### src/rtl/riscv_lsu_pipe.sv
// RV32 load/store unit: one held bus request plus an in-order FIFO that tracks
// outstanding loads and turns returning read data into a registered writeback.
module riscv_lsu_pipe #(
    parameter int DEPTH       = 2,
    parameter int MEM_FUNCT_W = 8
) (
    input  logic                   clk,
    input  logic                   rstn,
    input  logic                   id_ex_rdy,
    output logic                   id_ex_ack,
    input  logic [MEM_FUNCT_W-1:0] id_ex_mem_funct,
    input  logic [31:0]            id_ex_op1,
    input  logic [31:0]            id_ex_op2,
    input  logic [31:0]            id_ex_mem_data,
    input  logic [4:0]             id_ex_wb_rsd,
    output logic                   data_bif_req,
    output logic                   data_bif_rnw,
    output logic [31:0]            data_bif_addr,
    output logic [3:0]             data_bif_wmask,
    output logic [31:0]            data_bif_wdata,
    input  logic                   data_bif_ack,
    input  logic                   data_bif_rvalid,
    input  logic [31:0]            data_bif_rdata,
    output logic                   wb_rf_write,
    output logic [4:0]             wb_rf_rsd,
    output logic [31:0]            wb_rf_data,
    output logic                   lsu_misaligned,
    output logic                   lsu_busy
);
    localparam int PTR_W = (DEPTH > 1) ? $clog2(DEPTH) : 1;
    localparam int CNT_W = $clog2(DEPTH + 1);

    typedef struct packed {
        logic [4:0] rsd;
        logic [4:0] ld;     // one-hot {LHU, LBU, LW, LH, LB}
        logic [1:0] off;
    } ld_entry_t;

    logic [31:0] ea;
    logic        f_lb, f_lh, f_lw, f_lbu, f_lhu, f_sb, f_sh, f_sw;
    logic        is_load, is_store, misaligned, issue;
    logic [3:0]  wmask_d;
    logic [31:0] wdata_d;

    logic             req_q, rnw_q, mis_q;
    logic [31:0]      addr_q, wdata_q;
    logic [3:0]       wmask_q;
    logic [4:0]       rsd_q, ld_q;
    logic [1:0]       off_q;
    logic [PTR_W-1:0] wr_ptr_q, rd_ptr_q;
    logic [CNT_W-1:0] count_q;
    logic             wb_write_q;
    logic [4:0]       wb_rsd_q;
    logic [31:0]      wb_data_q;

    logic             held_load, slot_ok, push, pop;
    logic [CNT_W:0]   lif;
    ld_entry_t        fifo_mem [DEPTH];
    ld_entry_t        head, push_entry;
    logic [7:0]       lane_b;
    logic [15:0]      lane_h;
    logic [31:0]      ld_data;

    assign ea    = id_ex_op1 + id_ex_op2;
    assign f_lb  = id_ex_mem_funct[0];
    assign f_lh  = id_ex_mem_funct[1];
    assign f_lw  = id_ex_mem_funct[2];
    assign f_lbu = id_ex_mem_funct[3];
    assign f_lhu = id_ex_mem_funct[4];
    assign f_sb  = id_ex_mem_funct[5];
    assign f_sh  = id_ex_mem_funct[6];
    assign f_sw  = id_ex_mem_funct[7];

    assign is_load    = f_lb | f_lh | f_lw | f_lbu | f_lhu;
    assign is_store   = f_sb | f_sh | f_sw;
    assign misaligned = ((f_lh | f_lhu | f_sh) & ea[0]) |
                        ((f_lw | f_sw) & (ea[1:0] != 2'b00));

    // Byte-lane store steering; loads leave every lane at zero.
    for (genvar gi = 0; gi < 4; gi++) begin : g_lane
        localparam logic [1:0] LANE = 2'(gi);
        assign wmask_d[gi] = f_sw |
                             (f_sh & (ea[1] == LANE[1])) |
                             (f_sb & (ea[1:0] == LANE));
        assign wdata_d[8*gi +: 8] = f_sw ? id_ex_mem_data[8*gi +: 8] :
                                    f_sh ? id_ex_mem_data[8*(gi%2) +: 8] :
                                    f_sb ? id_ex_mem_data[7:0] : 8'h00;
    end

    // A held load still owns a slot even when it is being acked, and a
    // same-cycle pop is deliberately not credited.
    assign held_load = req_q & rnw_q;
    assign lif       = {1'b0, count_q} + {{CNT_W{1'b0}}, held_load};
    assign slot_ok   = ~is_load | (lif < (CNT_W+1)'(DEPTH));
    assign id_ex_ack = id_ex_rdy & (~req_q | data_bif_ack) & slot_ok;
    assign issue     = id_ex_ack & (is_load | is_store) & ~misaligned;

    assign push = req_q & rnw_q & data_bif_ack;
    assign pop  = data_bif_rvalid & (count_q != '0);

    assign push_entry = '{rsd: rsd_q, ld: ld_q, off: off_q};
    assign head       = fifo_mem[rd_ptr_q];

    function automatic logic [PTR_W-1:0] ptr_inc(input logic [PTR_W-1:0] p);
        return (p == PTR_W'(DEPTH - 1)) ? '0 : p + 1'b1;
    endfunction

    always_comb begin
        lane_b  = data_bif_rdata[{head.off, 3'b000} +: 8];
        lane_h  = head.off[1] ? data_bif_rdata[31:16] : data_bif_rdata[15:0];
        ld_data = data_bif_rdata;
        if (head.ld[0])      ld_data = {{24{lane_b[7]}}, lane_b};
        else if (head.ld[1]) ld_data = {{16{lane_h[15]}}, lane_h};
        else if (head.ld[3]) ld_data = {24'h0, lane_b};
        else if (head.ld[4]) ld_data = {16'h0, lane_h};
    end

    always_ff @(posedge clk) begin
        if (push) fifo_mem[wr_ptr_q] <= push_entry;
    end

    always_ff @(posedge clk or negedge rstn) begin
        if (!rstn) begin
            req_q      <= 1'b0;
            rnw_q      <= 1'b0;
            addr_q     <= '0;
            wmask_q    <= '0;
            wdata_q    <= '0;
            rsd_q      <= '0;
            ld_q       <= '0;
            off_q      <= '0;
            mis_q      <= 1'b0;
            wr_ptr_q   <= '0;
            rd_ptr_q   <= '0;
            count_q    <= '0;
            wb_write_q <= 1'b0;
            wb_rsd_q   <= '0;
            wb_data_q  <= '0;
        end else begin
            if (issue) begin
                req_q   <= 1'b1;
                rnw_q   <= is_load;
                addr_q  <= {ea[31:2], 2'b00};
                wmask_q <= wmask_d;
                wdata_q <= wdata_d;
                rsd_q   <= id_ex_wb_rsd;
                ld_q    <= id_ex_mem_funct[4:0];
                off_q   <= ea[1:0];
            end else if (data_bif_ack) begin
                req_q <= 1'b0;
            end

            mis_q <= id_ex_ack & misaligned;

            if (push) wr_ptr_q <= ptr_inc(wr_ptr_q);
            if (pop)  rd_ptr_q <= ptr_inc(rd_ptr_q);
            case ({push, pop})
                2'b10:   count_q <= count_q + 1'b1;
                2'b01:   count_q <= count_q - 1'b1;
                default: count_q <= count_q;
            endcase

            // x0 loads retire silently; outputs keep the last real writeback.
            wb_write_q <= pop & (head.rsd != 5'd0);
            if (pop && head.rsd != 5'd0) begin
                wb_rsd_q  <= head.rsd;
                wb_data_q <= ld_data;
            end
        end
    end

    assign data_bif_req   = req_q;
    assign data_bif_rnw   = rnw_q;
    assign data_bif_addr  = addr_q;
    assign data_bif_wmask = wmask_q;
    assign data_bif_wdata = wdata_q;
    assign wb_rf_write    = wb_write_q;
    assign wb_rf_rsd      = wb_rsd_q;
    assign wb_rf_data     = wb_data_q;
    assign lsu_misaligned = mis_q;
    assign lsu_busy       = req_q | (count_q != '0);

endmodule
### config.mk
export PLATFORM = sky130hd
export DESIGN_NAME = riscv_lsu_pipe
export DESIGN_NICKNAME = d
export VERILOG_FILES = /design/src/rtl/riscv_lsu_pipe.sv
export SDC_FILE = /design/constraint.sdc
export NUM_CORES = 1
export LEC_CHECK = 0
export CAP_MARGIN = 5
export CORE_MARGIN = 2
export CORE_UTILIZATION = 43
export CTS_CLUSTER_DIAMETER = 120
export DETAILED_ROUTE_END_ITERATION = 8
export PLACE_DENSITY = 0.75
export RECOVER_POWER = 25
export SLEW_MARGIN = 20
export SYNTH_ARGS = -nofsm -noshare
export SYNTH_HDL_FRONTEND = slang
export SYNTH_SLANG_ARGS = --single-unit
### constraint.sdc
create_clock -name clk -period 3.1 [get_ports clk]
set_clock_uncertainty 0.1 [all_clocks]
set_input_delay 0.62 -clock clk [delete_from_list [all_inputs] [get_ports clk]]
set_output_delay 0.62 -clock clk [all_outputs]
set_load 0.01 [all_outputs]
* Word-level counts from Yosys, hierarchy flattened
Memory sizes are Yosys's and may differ from the RTL's.
Cells that the tools add are included.
** Word-level totals
- Register bits :: 123
- RAM bits :: 24
- Bits of input ports :: 146
- Output and inout port bits :: 111
- Logic and storage cells :: 96
- Memories :: 1
** Memories
- fifo_mem :: words 2, bits a word 12, rd ports 1, clocked after memory_dff 0, wr ports 1, RTL line 58 : ld_entry_t fifo_mem [DEPTH];
** Operators by class
- $add $sub $neg :: 6
- $lt $le $gt $ge :: 1
- Eq/ne operators :: 5
- Shift operators :: 1
- Muxes and demuxes :: 19
- Bitwise logic cells :: 41
- Reductions and logical operators :: 7
** Operator list (count)
- $mux W32 :: 4
- $mux W8 :: 7
- $add A32 B32 Y32 :: 1
- $shiftx A32 B6 Y8 :: 1
- $or A1 B1 Y1 :: 20
- $and A1 B1 Y1 :: 17
- $mux W16 :: 1
- $reduce_bool A2 Y1 :: 4
- $eq A2 B2 Y1 const B :: 3
- $mux W1 :: 6
- $reduce_bool A5 Y1 :: 1
- $eq A2 B1 Y1 const B :: 2
- $not A1 Y1 :: 4
- $pmux W2 S2 :: 1
- $add A2 B1 Y3 :: 1
- $lt A3 B2 Y1 const B :: 1
- $add A1 B1 Y1 const B :: 2
- $add A2 B1 Y2 const B :: 1
- $logic_not A2 Y1 :: 1
- $sub A2 B1 Y2 const B :: 1
- $logic_and A1 B1 Y1 :: 1

* Longest topological paths before layout
Gate-level depths: netlist of the first run.
- Word-level depth :: 10
- Mapped depth :: 10
- Depth with buffers taken out :: 9

* Worst setup path after synthesis of the first run
Ideal clock, no wire load.
- Path type :: input to register
- From :: input id_ex_op1[0]
- To :: register addr_q[29], in the netlist data_bif_addr[29]
- Library setup time :: 0.131 ns
- Arrival time :: 2.570 ns
- Required time :: 2.869 ns
- Setup slack :: 0.298 ns
- Cell stages on the path :: 9
- Buffers on the path :: 1
- Cells stage by stage :: ha_1 > fa_1 > inv_1 > a21oi_1 > or3_4 > buf_6 > nor2_1 > and3_1 > or3b_1
** Between the ends
- Cells in the longest elaborated chain, start to end :: 6
- Elaborated cells between the ends (all ways) :: 7
- Those cells by class :: 1 x add/sub; 5 x bitwise; 1 x reduce/logical
** RTL lines
- start: declaration :: RTL line 12 : input logic [31:0] id_ex_op1,
- $add A32 B32 Y32 :: RTL line 64 : assign ea = id_ex_op1 + id_ex_op2;
- named net ea[1] :: RTL line 39 : logic [31:0] ea;
- $reduce_bool A2 Y1 :: RTL line 77 : ((f_lw | f_sw) & (ea[1:0] != 2'b00));
- $and A1 B1 Y1 :: RTL line 77
- $or A1 B1 Y1 :: RTL line 76 : assign misaligned = ((f_lh | f_lhu | f_sh) & ea[0]) |
- $not A1 Y1 :: RTL line 96 : assign issue = id_ex_ack & (is_load | is_store) & ~misaligned;
- $and A1 B1 Y1 :: RTL line 96
- end signal: assignment :: RTL line 143 : addr_q <= {ea[31:2], 2'b00};
- end: declaration :: RTL line 46 : logic [31:0] addr_q, wdata_q;
The timed path passes the listed nets, and every way through them passes these cells.
A chain may end at the register's enable or synchronous reset.

* Final worst setup path of the first run
- From :: input id_ex_mem_funct[0]
- To :: output id_ex_ack
** Between the ends
- Cells in the longest elaborated chain, start to end :: 7
** RTL lines
- start: declaration :: RTL line 11 : input logic [MEM_FUNCT_W-1:0] id_ex_mem_funct,
- $or A1 B1 Y1 (4 in a row) :: RTL line 74 : assign is_load = f_lb | f_lh | f_lw | f_lbu | f_lhu;
- $not A1 Y1 :: RTL line 94 : assign slot_ok = ~is_load | (lif < (CNT_W+1)'(DEPTH));
- $or A1 B1 Y1 :: RTL line 94
- $and A1 B1 Y1 :: RTL line 95 : assign id_ex_ack = id_ex_rdy & (~req_q | data_bif_ack) & slot_ok;
- end: declaration :: RTL line 10 : output logic id_ex_ack,
Every way passes these cells.

==> results of run 1 <==
timing repair:
item,4_1_cts,5_1_grt
gates resized for setup,1,3
hold endpoints to repair,0,0
endpoints found under the setup margin,1,5
layer usage:
| layer | up-vias | share of wire |
|---|---|---|
| met2 | 316 | 0.48 |
| met4 | 0 | 0.033 |
| met1 | 3661 | 0.42 |
| li1 | 3846 | - |
| met5 | - | 0 |
| met3 | 57 | 0.068 |
state kept, by name, indices dropped and copies added (netlist names):
| name | cells |
|---|---|
| off_q | 2 |
| data_bif_wmask | 4 |
| wb_rf_rsd | 5 |
| rsd_q | 5 |
| count_q | 2 |
| data_bif_req | 1 |
| fifo_mem | 22 |
| wb_rf_data | 32 |
| data_bif_rnw | 1 |
| data_bif_wdata | 32 |
| lsu_misaligned | 1 |
| data_bif_addr | 30 |
| rd_ptr_q | 1 |
| wb_rf_write | 1 |
| ld_q | 4 |
| wr_ptr_q | 1 |
synthesized netlist by cell type (7+ instances only):
| cell type | count |
|---|---|
| sky130_fd_sc_hd__o21a_1 | 9 |
| sky130_fd_sc_hd__nand2_1 | 172 |
| sky130_fd_sc_hd__mux4_2 | 7 |
| sky130_fd_sc_hd__mux2i_1 | 18 |
| sky130_fd_sc_hd__a21oi_1 | 89 |
| sky130_fd_sc_hd__clkbuf_1 | 44 |
| sky130_fd_sc_hd__edfxtp_1 | 22 |
| sky130_fd_sc_hd__ha_1 | 32 |
| sky130_fd_sc_hd__mux2_2 | 9 |
| sky130_fd_sc_hd__nor3_1 | 8 |
| sky130_fd_sc_hd__a22o_1 | 10 |
| sky130_fd_sc_hd__a21o_1 | 25 |
| sky130_fd_sc_hd__nand3_1 | 9 |
| sky130_fd_sc_hd__nor2_1 | 57 |
| sky130_fd_sc_hd__xnor2_1 | 17 |
| sky130_fd_sc_hd__nand4_1 | 8 |
| sky130_fd_sc_hd__dfrtp_1 | 122 |
| sky130_fd_sc_hd__a22oi_1 | 9 |
| sky130_fd_sc_hd__o21ai_0 | 117 |
| sky130_fd_sc_hd__xor2_1 | 13 |
| sky130_fd_sc_hd__inv_1 | 15 |
final cells by class:
class | count | area share
multi-input combinational | 693 | 0.347
sequential | 144 | 0.307
timing repair buffer | 341 | 0.269
clock inverter | 12 | 0.0102
inverter | 15 | 0.00465
tap | 234 | 0.0242
clock buffer | 20 | 0.0386
report_power, final:
part / switching [mW] / internal, mW
sequential: 0.496 / 2.73
clock: 0.853 / 1.19
combinational: 1.96 / 2.23
total: 3.30 / 6.15
metrics by stage:
step                std cells  hold slack [ns]  instance area (sq um)  utilization
finish                   1459            0.373                  12100        0.647
CTS                      1459           0.0991                  12100        0.647
global route             1459            0.391                  12100        0.647
detailed placement       1427            0.358                  11500        0.616
global placement         1427            0.348                  11500        0.616
floorplan                 908            0.224                   8180            -
path summary, 6_finish.rpt:
check	start	to	slack (ns)	depth (start not counted)
max	id_ex_mem_funct[0]	id_ex_ack	0.15	6
min	rsd_q[2]$_DFFE_PN0P_	fifo_mem[0][9]$_DFFE_PP_	0.37	0
max reg2reg	rd_ptr_q$_DFFE_PN0P_	wb_rf_data[19]$_DFFE_PN0P_	0.65	7
min reg2reg	rsd_q[2]$_DFFE_PN0P_	fifo_mem[0][9]$_DFFE_PP_	0.37	0
max in group asynchronous	rstn	off_q[1]$_DFFE_PN0P_	0.50	2
min in group asynchronous	rstn	wb_rf_rsd[2]$_DFFE_PN0P_	0.79	1
kinds of logic after synthesis:
logic type / count (synthesis) / synth area share
compound gates: 308 / 0.223
simple gates: 285 / 0.148
flops: 144 / 0.454
buf+inv: 71 / 0.0353
mux: 35 / 0.0554
fa+ha+maj: 33 / 0.0514
xor+xnor: 30 / 0.0321
other cells: 1 / 0.000458
==> reports/summary.json, run 1 <==
{
  "status": "finished, violations left",
  "failed_checks": "max-capacitance violations, max-slew violations",
  "routed_wl_um": 24500,
  "synth.lib_cells_used.distinct": 64,
  "timing.fmax_mhz": 339,
  "cts.root.buffer_cell": "sky130_fd_sc_hd__clkbuf_16",
  "crit_buf_inv": 3,
  "clkSinkCount": 144,
  "drive_above_1_share": 0.120,
  "final_max_slew_viol_count": 43,
  "grt.total_usage": 0.246,
  "vdd_ir_drop_max_mv": 0.391,
  "grt_util_met1": 0.315,
  "final.fill_count": 1549,
  "number_of_enable_flip_flop_cells_after_synthesis": 22,
  "timing.final.crit_period_ns": 2.95,
  "critical_path.max_stage_delay_ns": 0.54,
  "drt_wl_cell_um": 16.8,
  "total_power_mw": 9.46,
  "dp.final_hpwl_um": 19000,
  "grt_busiest_layer": "met2",
  "io_buffer_count": 254,
  "cts_inserted_buffers": 17,
  "synth-seq-cells": 144,
  "grt_first_pass_wirelength_um": 39300,
  "rsz_0062_raised_after_global_routing": "false",
  "cap_violations": 1,
  "ioPinCount": 257,
  "antenna_violating_nets_post_route": 0,
  "post-synth-top-area-cell": "sky130_fd_sc_hd__dfrtp_1",
  "drt-pass1-iter-count": 5,
  "fp.dieW_um": 142,
  "worst_setup_path_end_kind": "output pin",
  "worst_slew_pin_slew_ns": 2.31,
  "netlist.area_leader.share": 0.373,
  "antenna_found_initial": 0,
  "layout.cells.most_common": "sky130_fd_sc_hd__clkdlybuf4s50_1",
  "tritoncts": "built",
  "critPathLaunchType": "primary input",
  "setup_viol_count_final": 0,
  "critPathTopFamily": "buffers and inverters",
  "cell_area_after_technology_mapping_sq_um": 8180,
  "grt_pass1_vias": 7600,
  "yosysWarningCount": 0,
  "area_delta_synth_final_pct": 48.0,
  "post-route-worst-setup-slack_ns": 0.154,
  "worst_path_max_delay_cell": "sky130_fd_sc_hd__or4_4",
  "synthesis.instances": 907,
  "grt_start_max_net_pins": 75,
  "antennaDiodeCount": 0,
  "timing.critical_path.arrival_ns": 2.23,
  "starting_density_of_the_core": 0.437,
  "cts_hold_buf": 0,
  "worst_setup_hold_path_clk_slew_ns": 0.06,
  "floorplan_die_area_sq_um": 20100,
  "dp_slack_ns": -0.307,
  "clock_insertion_delay_at_the_later_pin_of_the_skew_report_ns": 0.41,
  "timing.critical_path.required_ns": 2.38,
  "routabilityCongestion": 0.898,
  "syn_avg_cell_area_sq_um": 9.02,
  "tns_ns": 0,
  "postSynth.asyncResetShare": 0.847,
  "power.leakage_nw": 5.34,
  "multi_input_area_sq_um": 4200,
  "max-clock-path-buffers": 2,
  "dominantRegCellSynth": "sky130_fd_sc_hd__dfrtp_1",
  "drc": 0,
  "coreArea_sq_um": 18700,
  "num-nets-final": 1391,
  "dr.first_iter.drc_count": 404,
  "setup.worst_path.class": "primary input to output pin",
  "groute.layer.met3.usage": 0.0533,
  "cellPowerDensity_nw_per_um2": 781,
  "crit_chain": "clkdlybuf4s50_1, or4_4, o22ai_2, nand3_2, inv_1, dlygate4sd2_1",
  "cts_setup_buffers": 0,
  "finalHoldViolations": 0,
  "min_period_over_period": 0.950,
  "worstPathMaxFanout": 5,
  "met2_usage": 0.408,
  "cts_htree_levels": 4,
  "viasPerCell": 5.40,
  "seq_area_frac_synth": 0.454,
  "dr_total_vias": 7880,
  "hold_path.class": "flip-flop to flip-flop",
  "regArea_sq_um": 3710,
  "leading_cell_types_in_the_layout_fill_and_taps_excluded": "sky130_fd_sc_hd__clkdlybuf4s50_1 (252), sky130_fd_sc_hd__nand2_1 (171), sky130_fd_sc_hd__dfrtp_1 (122)",
  "maxSlewHeadroom": -0.542,
  "die_height_um": 142,
  "globalRouteOverflowTotal": 0,
  "placement_rows": 50,
  "ys_top_cells_by_area": "sky130_fd_sc_hd__dfrtp_1 (37%), sky130_fd_sc_hd__edfxtp_1 (8.1%), sky130_fd_sc_hd__nand2_1 (7.9%), sky130_fd_sc_hd__o21ai_0 (7.2%), sky130_fd_sc_hd__a21oi_1 (5.4%)"
}
Note: power is estimated with default switching activity, not from simulation.
==> inputs of run 2 (changes only) <==
--- a/config.mk
+++ b/config.mk
@@ -5,7 +5,8 @@
 export SDC_FILE = /design/constraint.sdc
 export NUM_CORES = 1
 export LEC_CHECK = 0
-export CAP_MARGIN = 5
+export CAP_MARGIN = 0
+export CORE_ASPECT_RATIO = 1.25
 export CORE_MARGIN = 2
 export CORE_UTILIZATION = 43
 export CTS_CLUSTER_DIAMETER = 120
==> reports/summary.json, run 2 (synthesized netlist as in run 1, its figures left out) <==
{
  "status": "finished clean",
  "drc": 0,
  "post_layout_nonfiller_instances": 1455,
  "finalHoldViolations": 0,
  "timing.final.crit_period_ns": 3.01,
  "final_core_utilization": 0.644,
  "dpl_cell_area_sq_um": 11500,
  "grt_pass1_vias": 7892,
  "cellPowerDensity_nw_per_um2": 785,
  "grt_first_pass_wirelength_um": 39700,
  "dr_total_vias": 8018,
  "hold_path.class": "flip-flop to flip-flop",
  "rsz_0062_raised_after_global_routing": "false",
  "placement_rows": 56,
  "dp_slack_ns": -0.375,
  "grt.total_usage": 0.250,
  "cts_setup_buffers": 0,
  "timing.critical_path.arrival_ns": 2.29,
  "finish.instance_area_sq_um": 12100,
  "cts_htree_levels": 4,
  "clock_insertion_delay_at_the_later_pin_of_the_skew_report_ns": 0.42,
  "cts_hold_buf": 0,
  "worstPathMaxFanout": 5,
  "maxSlewHeadroom": 0.0535,
  "io_buffer_count": 254,
  "worst_setup_hold_path_clk_slew_ns": 0.07,
  "place_inst": 1423,
  "antenna_found_initial": 0,
  "ioPinCount": 257,
  "drive_above_1_share": 0.119,
  "post-route-worst-setup-slack_ns": 0.0860,
  "globalRouteOverflowTotal": 0,
  "total_power_mw": 9.46,
  "max-clock-path-buffers": 2,
  "cts.root.buffer_cell": "sky130_fd_sc_hd__clkbuf_16",
  "vdd_ir_drop_max_mv": 0.428,
  "tritoncts": "built",
  "die_height_um": 158,
  "starting_density_of_the_core": 0.437,
  "dp.final_hpwl_um": 19500,
  "routabilityCongestion": 0.947,
  "setup.worst_path.class": "primary input to output pin",
  "viasPerCell": 5.51,
  "hold_slack_ns": 0.374,
  "clkSinkCount": 144,
  "drt-pass1-iter-count": 5,
  "floorplan_die_area_sq_um": 20200,
  "final_max_slew_viol_count": 0,
  "fp.dieW_um": 127,
  "drt_wl_cell_um": 17.2,
  "grt_start_max_net_pins": 60,
  "tns_ns": 0,
  "antenna_violating_nets_post_route": 0,
  "routed_wl_um": 25000,
  "worst_setup_path_end_kind": "output pin",
  "cap_violations": 0,
  "power.leakage_nw": 5.31,
  "leading_cell_types_in_the_layout_fill_and_taps_excluded": "sky130_fd_sc_hd__clkdlybuf4s50_1 (252), sky130_fd_sc_hd__nand2_1 (171), sky130_fd_sc_hd__dfrtp_1 (122)",
  "area_delta_synth_final_pct": 47.3,
  "min_period_over_period": 0.972,
  "timing.critical_path.required_ns": 2.38,
  "dr.first_iter.drc_count": 416,
  "worst_slew_pin_slew_ns": 1.42,
  "antennaDiodeCount": 0,
  "critPathLaunchType": "primary input",
  "coreArea_sq_um": 18700,
  "timing.fmax_mhz": 332,
  "cts_inserted_buffers": 17,
  "layout.cells.most_common": "sky130_fd_sc_hd__clkdlybuf4s50_1",
  "setup_viol_count_final": 0,
  "num-nets-final": 1389
}
## run 2: path summary, 6_finish.rpt
path / slack (ns) / end / startpoint / cells after the start
min: 0.37 / fifo_mem[1][5]$_DFFE_PP_ / ld_q[3]$_DFFE_PN0P_ / 0
max: 0.09 / id_ex_ack / id_ex_mem_funct[0] / 6
min in group asynchronous: 0.42 / wb_rf_rsd[0]$_DFFE_PN0P_ / rstn / 1
max in group asynchronous: 0.56 / data_bif_addr[8]$_DFFE_PN0P_ / rstn / 2
max reg2reg: 0.54 / wb_rf_data[30]$_DFFE_PN0P_ / rd_ptr_q$_DFFE_PN0P_ / 6
min reg2reg: 0.37 / fifo_mem[1][5]$_DFFE_PP_ / ld_q[3]$_DFFE_PN0P_ / 0
## run 2: critical path, stage by stage
cell	delay (ns)
sky130_fd_sc_hd__clkdlybuf4s50_1	0.45
sky130_fd_sc_hd__or4_4	0.56
sky130_fd_sc_hd__o22ai_2	0.17
sky130_fd_sc_hd__nand3_2	0.14
sky130_fd_sc_hd__inv_1	0.08
sky130_fd_sc_hd__dlygate4sd2_1	0.27
## run 2: power by group
group | switching [mW] | leakage, nW | internal (mW) | total [mW]
clock | 0.915 | 0.291 | 1.15 | 2.06
sequential | 0.479 | 1.72 | 2.72 | 3.20
combinational | 1.98 | 3.30 | 2.21 | 4.20
total | 3.38 | 5.31 | 6.09 | 9.46
## run 2: per-layer routing
layer | up-vias | track usage | wire (um)
li1 | 3847 | - | -
met1 | 3772 | 0.283 | 9630
met2 | 335 | 0.447 | 12600
met3 | 64 | 0.0544 | 1760
met4 | 0 | 0.121 | 1010
met5 | - | 0 | 0
## run 2: final cells by class
cell class	count	area [sq um]
clock inverter	15	168
timing repair buffer	339	3200
multi-input combinational	693	4200
clock buffer	17	425
sequential	144	3710
inverter	15	56.3
fill	1553	6660
tap	232	290
## run 2: what timing repair did
action                                  4_1_cts  5_1_grt
resized for setup                             1        3
gates cloned                                  0        0
pin swaps                                     0        0
endpoints found under the setup margin        1        6
